## config.mk

```make
export PLATFORM = sky130hd
export DESIGN_NAME = mdu_iter
export DESIGN_NICKNAME = d
export VERILOG_FILES = /design/src/rtl/mdu_iter.sv
export SDC_FILE = /design/constraint.sdc
export NUM_CORES = 2
export LEC_CHECK = 0
export ABC_CLOCK_PERIOD_IN_PS = 6800
export CORE_ASPECT_RATIO = 2
export CORE_UTILIZATION = 31
export DETAILED_ROUTE_END_ITERATION = 6
export SYNTH_ARGS = -nofsm -noshare
export SYNTH_HDL_FRONTEND = slang
export SYNTH_SLANG_ARGS = --single-unit
```

## constraint.sdc

```tcl
create_clock -name clk -period 6.8 [get_ports clk]
set_input_delay 2.04 -clock clk [delete_from_list [all_inputs] [get_ports clk]]
set_output_delay 2.04 -clock clk [all_outputs]
set_load 0.01 [all_outputs]
```

## src/rtl/mdu_iter.sv

```systemverilog
// rtl/mdu_iter.sv - iterative multiply/divide unit (radix-2 shift-add, restoring divide)
//
// Ports:
//   clk, reset           single clock, synchronous active-high reset
//   in_valid/in_ready    request handshake (in_ready high only in IDLE)
//   op, srca, srcb       operation and operands, captured at acceptance
//   flush                abort any operation, drop any pending result
//   out_valid/out_ready  result handshake (out_valid high only in DONE)
//   result               64-bit result, held while out_valid is high

package mdu_pkg;
  typedef logic [63:0] word_t;
  typedef enum logic [3:0] {
    MDU_NOP   = 4'd0,
    MDU_MUL   = 4'd1,
    MDU_DIV   = 4'd2,
    MDU_DIVU  = 4'd3,
    MDU_REM   = 4'd4,
    MDU_REMU  = 4'd5,
    MDU_MULW  = 4'd6,
    MDU_DIVW  = 4'd7,
    MDU_DIVUW = 4'd8,
    MDU_REMW  = 4'd9,
    MDU_REMUW = 4'd10
  } mdu_op_t;
endpackage

module mdu_iter
  import mdu_pkg::*;
(
  input  logic    clk,
  input  logic    reset,
  input  logic    in_valid,
  output logic    in_ready,
  input  mdu_op_t op,
  input  word_t   srca,
  input  word_t   srcb,
  input  logic    flush,
  output logic    out_valid,
  input  logic    out_ready,
  output word_t   result
);

  typedef enum logic [1:0] {IDLE, BUSY, DONE} state_t;

  function automatic logic f_mul(mdu_op_t o);
    return (o == MDU_MUL) || (o == MDU_MULW);
  endfunction

  function automatic logic f_div(mdu_op_t o);
    return (o == MDU_DIV) || (o == MDU_DIVU) || (o == MDU_REM) || (o == MDU_REMU) ||
           (o == MDU_DIVW) || (o == MDU_DIVUW) || (o == MDU_REMW) || (o == MDU_REMUW);
  endfunction

  function automatic logic f_rem(mdu_op_t o);
    return (o == MDU_REM) || (o == MDU_REMU) || (o == MDU_REMW) || (o == MDU_REMUW);
  endfunction

  function automatic logic f_sdiv(mdu_op_t o);
    return (o == MDU_DIV) || (o == MDU_REM) || (o == MDU_DIVW) || (o == MDU_REMW);
  endfunction

  function automatic logic f_w(mdu_op_t o);
    return (o == MDU_MULW) || (o == MDU_DIVW) || (o == MDU_DIVUW) ||
           (o == MDU_REMW) || (o == MDU_REMUW);
  endfunction

  function automatic word_t sext32(word_t x);
    return {{32{x[31]}}, x[31:0]};
  endfunction

  state_t  state, state_n;
  mdu_op_t op_q;
  logic [6:0] cnt;
  // Shared datapath: multiply uses acc=partial product, opa=multiplier,
  // opb=multiplicand; divide uses acc=partial remainder, opa=dividend
  // shifting out / quotient shifting in, opb=divisor magnitude.
  word_t   acc, opa, opb;
  logic    neg_q, neg_r;

  // Acceptance-side decode
  logic    w_in, sgn_in, a_neg, b_neg, special;
  word_t   a_ext, b_ext, a_mag, b_mag, min_val, spec_res, ld_a, ld_b;
  logic [6:0] n_in;

  always_comb begin
    w_in    = f_w(op);
    sgn_in  = f_sdiv(op);
    n_in    = w_in ? 7'd32 : 7'd64;
    a_ext   = w_in ? (sgn_in ? sext32(srca) : {32'b0, srca[31:0]}) : srca;
    b_ext   = w_in ? (sgn_in ? sext32(srcb) : {32'b0, srcb[31:0]}) : srcb;
    a_neg   = sgn_in & a_ext[63];
    b_neg   = sgn_in & b_ext[63];
    a_mag   = a_neg ? -a_ext : a_ext;
    b_mag   = b_neg ? -b_ext : b_ext;
    min_val = w_in ? 64'hFFFF_FFFF_8000_0000 : 64'h8000_0000_0000_0000;
    special  = 1'b1;
    spec_res = '0;
    if (f_mul(op)) begin
      special = 1'b0;
    end else if (f_div(op)) begin
      if (b_ext == '0) begin
        spec_res = f_rem(op) ? (w_in ? sext32(srca) : srca) : '1;
      end else if (sgn_in && (a_ext == min_val) && (b_ext == '1)) begin
        spec_res = f_rem(op) ? '0 : (w_in ? sext32(srca) : srca);
      end else begin
        special = 1'b0;
      end
    end
    if (f_mul(op)) begin
      ld_a = srcb;
      ld_b = w_in ? {32'b0, srca[31:0]} : srca;
    end else begin
      // W dividends are left-aligned so the step logic always shifts from bit 63.
      ld_a = w_in ? {a_mag[31:0], 32'b0} : a_mag;
      ld_b = b_mag;
    end
  end

  // One iteration step and final fix-up
  logic [64:0] shifted, trial;
  word_t acc_n, opa_n, opb_n, quo, rem, fin_res;

  always_comb begin
    shifted = {acc, opa[63]};
    trial   = shifted - {1'b0, opb};
    if (f_mul(op_q)) begin
      acc_n = acc + (opa[0] ? opb : '0);
      opa_n = opa >> 1;
      opb_n = opb << 1;
    end else begin
      acc_n = trial[64] ? shifted[63:0] : trial[63:0];
      opa_n = {opa[62:0], ~trial[64]};
      opb_n = opb;
    end
    quo = f_w(op_q) ? {32'b0, opa_n[31:0]} : opa_n;
    rem = acc_n;
    if (neg_q) quo = -quo;
    if (neg_r) rem = -rem;
    if (f_mul(op_q))      fin_res = acc_n;
    else if (f_rem(op_q)) fin_res = rem;
    else                  fin_res = quo;
    if (f_w(op_q)) fin_res = sext32(fin_res);
  end

  always_comb begin
    state_n = state;
    case (state)
      IDLE:    if (in_valid) state_n = special ? DONE : BUSY;
      BUSY:    if (cnt == 7'd1) state_n = DONE;
      DONE:    if (out_ready) state_n = IDLE;
      default: state_n = IDLE;
    endcase
    if (flush) state_n = IDLE;
  end

  assign in_ready  = (state == IDLE);
  assign out_valid = (state == DONE);

  always_ff @(posedge clk) begin
    if (reset) begin
      state  <= IDLE;
      op_q   <= MDU_NOP;
      cnt    <= '0;
      acc    <= '0;
      opa    <= '0;
      opb    <= '0;
      neg_q  <= 1'b0;
      neg_r  <= 1'b0;
      result <= '0;
    end else begin
      state <= state_n;
      if (!flush) begin
        case (state)
          IDLE: if (in_valid) begin
            op_q  <= op;
            cnt   <= n_in;
            acc   <= '0;
            opa   <= ld_a;
            opb   <= ld_b;
            neg_q <= a_neg ^ b_neg;
            neg_r <= a_neg;
            if (special) result <= spec_res;
          end
          BUSY: begin
            cnt <= cnt - 7'd1;
            acc <= acc_n;
            opa <= opa_n;
            opb <= opb_n;
            if (cnt == 7'd1) result <= fin_res;
          end
          default: ;
        endcase
      end
    end
  end

endmodule

```

==> results.toml <==
[sta]
holdWs_ps = 463.8
max_freq_mhz = 155.5
setup_viol = 0
period_share_pct = 94.55
fin_crit_ps = 6430
hold_violations = 0
finalMaxSlewViolations = 3
setup-tns-final_ps = 0
worstMarginPinSlew_ps = 1511
rsz0062_at_grt = "false"
skew_ps = 15.32
relSlewSlack_pct = -1.234

[detailed_routing]
drc = 0
routed_wl_um = 178900
dr.pass1.iters = 6
first_iter_violations = 4154
via_per_inst = 6.118
via_count = 39669
postRouteAntennaNets = 0
wire_per_inst_um = 27.58

[placement]
gp_congestion = 1.035
dpl_cell_area_um2 = 38560
hpwl_um = 142500
numPortBuffers = 202

[logic_synthesis]
yosysWarnings = 0
yosysTopAreaCellShare_pct = 16.73
netlist_instances = 4774
yosysSeqAreaShare_pct = 16.73
syn_avg_cell_area_um2 = 6.791
ys_ff_latch = 271
yosysTopAreaCell = "dfxtp_1"
ys_top_cells_by_area = "dfxtp_1 (17%), a21oi_1 (7.4%), nor2_1 (7.0%)"
synth_edf_count = 0
syn_area_um2 = 32420
synth-async-reset-ratio_pct = 0
synthFlopType = "dfxtp_1"
synth_cell_types = 105
syn-num-nets = 5047

[clock_tree]
clk_latency_ps = 620
clk_pin_slew_worst_paths_ps = 70
cts_buffers = 26
cts_root_buf = "clkbuf_16"
cts_tree = "done"
h-tree-depth = 1
ctsHoldBuffers = 0
clock-sinks = 271
max-clock-path-buffers = 3

[grt]
grt.total_usage_pct = 32.78
antenna_found_initial = 5
first_global_vias = 38339
overflow = 0
grt_max_degree = 178
grt_pass1_wl_um = 258100

[min_path]
min_path_type = "reg -> reg"

[pwr]
finalPower_w = 0.006496
leakagePower_nw = 15.29
powerDensity_nw_per_um2 = 164.3
vdd_drop_max_uv = 196.0

[die]
pin_count = 203
die_h_um = 459.3
die_w_um = 230.7
dieArea_um2 = 106000
row_count = 167
core-area_um2 = 103600
start_util_pct = 31.28

[critical_path]
worst_setup_path_end_kind = "flop"
criticalPathCategory = "reg -> reg"
crit_fanout = 33
crit_required_ps = 7320
critPathLaunchType = "flop"
arrival_ps = 6950

[final_layout]
layout.nets = 5382
drive_above_1_share_pct = 12.42
fin_area_um2 = 39540
fin_util_pct = 38.15
layout_commonest_cell = "nor2_1"
final_cell_mix = "nor2_1 (599), a21oi_1 (472), buf_4 (463), nand2_1 (438), o21ai_0 (283)"
syn2layout_area_growth_pct = 21.98

[job]
drv_cap = 1

[run_status]
outcome = "finished, violations left"
violations = "capacitance limit, slew limit"
worst max-delay path, stage by stage (launching register included):
cell and delay [ps]:
dfxtp_2 760, buf_4 310, and2_1 150, ha_1 340
nand4_1 250, nor4_1 250, buf_4 190, nand4_1 90
o221ai_1 780, nor2_1 210, o21a_1 310, buf_4 170
o21ba_2 210, xnor2_1 180, o21ai_0 320, nand2_1 170
buf_4 170, or4_1 390, o31ai_1 330, xnor2_1 200
o2111ai_1 200, a211oi_1 310
state kept, by name, summed over array words and instances, names as in the netlist:
| register | count |
|---|---|
| state | 2 |
| cnt | 7 |
| opa | 64 |
| acc | 64 |
| result | 64 |
| op_q | 4 |
| neg_r | 1 |
| neg_q | 1 |
| opb | 64 |
per-layer routing:
layer | vias to the layer above | GRT usage, % | part of all wire, %
met4 | 2 | 25.52 | 9.0
met5 | - | 0 | 0.0073
met3 | 481 | 3.057 | 5.4
met2 | 1765 | 57.15 | 48
met1 | 19053 | 36.37 | 37
li1 | 18368 | - | -
repair_timing:
item	in CTS	in global routing
setup buffers	0	2
pin swaps	0	4
setup endpoints to repair	1	14
gates resized for setup	1	15
hold endpoints to repair	0	0
layout make-up:
class | instances | area (um2)
clock inverter | 9 | 111.4
fill | 11205 | 64100
timing repair buffer | 680 | 5803
multi-input combinational | 3999 | 25230
sequential | 271 | 5428
inverter | 131 | 491.7
tap | 1352 | 1692
antenna | 3 | 7.507
clock buffer | 39 | 780.7
power breakdown:
group	internal (W)	leakage [nW]	switching, W
clock	0.000876	0.433	0.000779
sequential	0.00168	2.21	0.000108
combinational	0.00115	12.7	0.00191
total	0.00370	15.3	0.00280
cell usage after synthesis, drive strengths merged, types with 56 or more instances:
master,count
inv,129
mux2i,78
o21ai,297
buf,62
xor2,130
nand4,90
a31oi,68
xnor2,179
a21o,68
o211ai,71
nand2,439
nor2,608
a22oi,63
ha,134
and2,98
dfxtp,271
a211oi,285
clkbuf,311
nor3,139
a21oi,479
o31ai,56
nand3,79
metrics by stage:
step                std cells  worst slack (ps)
floorplan                4774             620.1
global placement         6431            -799.4
detailed placement       6431            -880.3
CTS                      6479             118.6
global route             6482             4.490
finish                   6484             370.4
final timing paths:
kind / startpoint / endpoint / slack, ps / cells after the start
max: opa[0] / result[59] / 370 / 21
min: neg_r / neg_r / 460 / 2
max reg2reg: opa[0] / result[59] / 370 / 21
min reg2reg: neg_r / neg_r / 460 / 2
kinds of logic (layout without fill, tap and decap cells):
logic type / Yosys count / count (layout) / share of synthesized area (%)
AO/OA/AOI/OAI: 1718 / 1718 / 35.08
AND/OR/NAND/NOR: 1748 / 1748 / 25.65
flip-flops: 271 / 271 / 16.73
multiplexers: 88 / 88 / 2.779
XOR/XNOR: 309 / 309 / 8.348
buffers and inverters: 504 / 859 / 6.117
adder cells (fa/ha/maj): 136 / 136 / 5.295
other: 0 / 3 / 0
No activity file was read; power rests on OpenSTA's default activity.
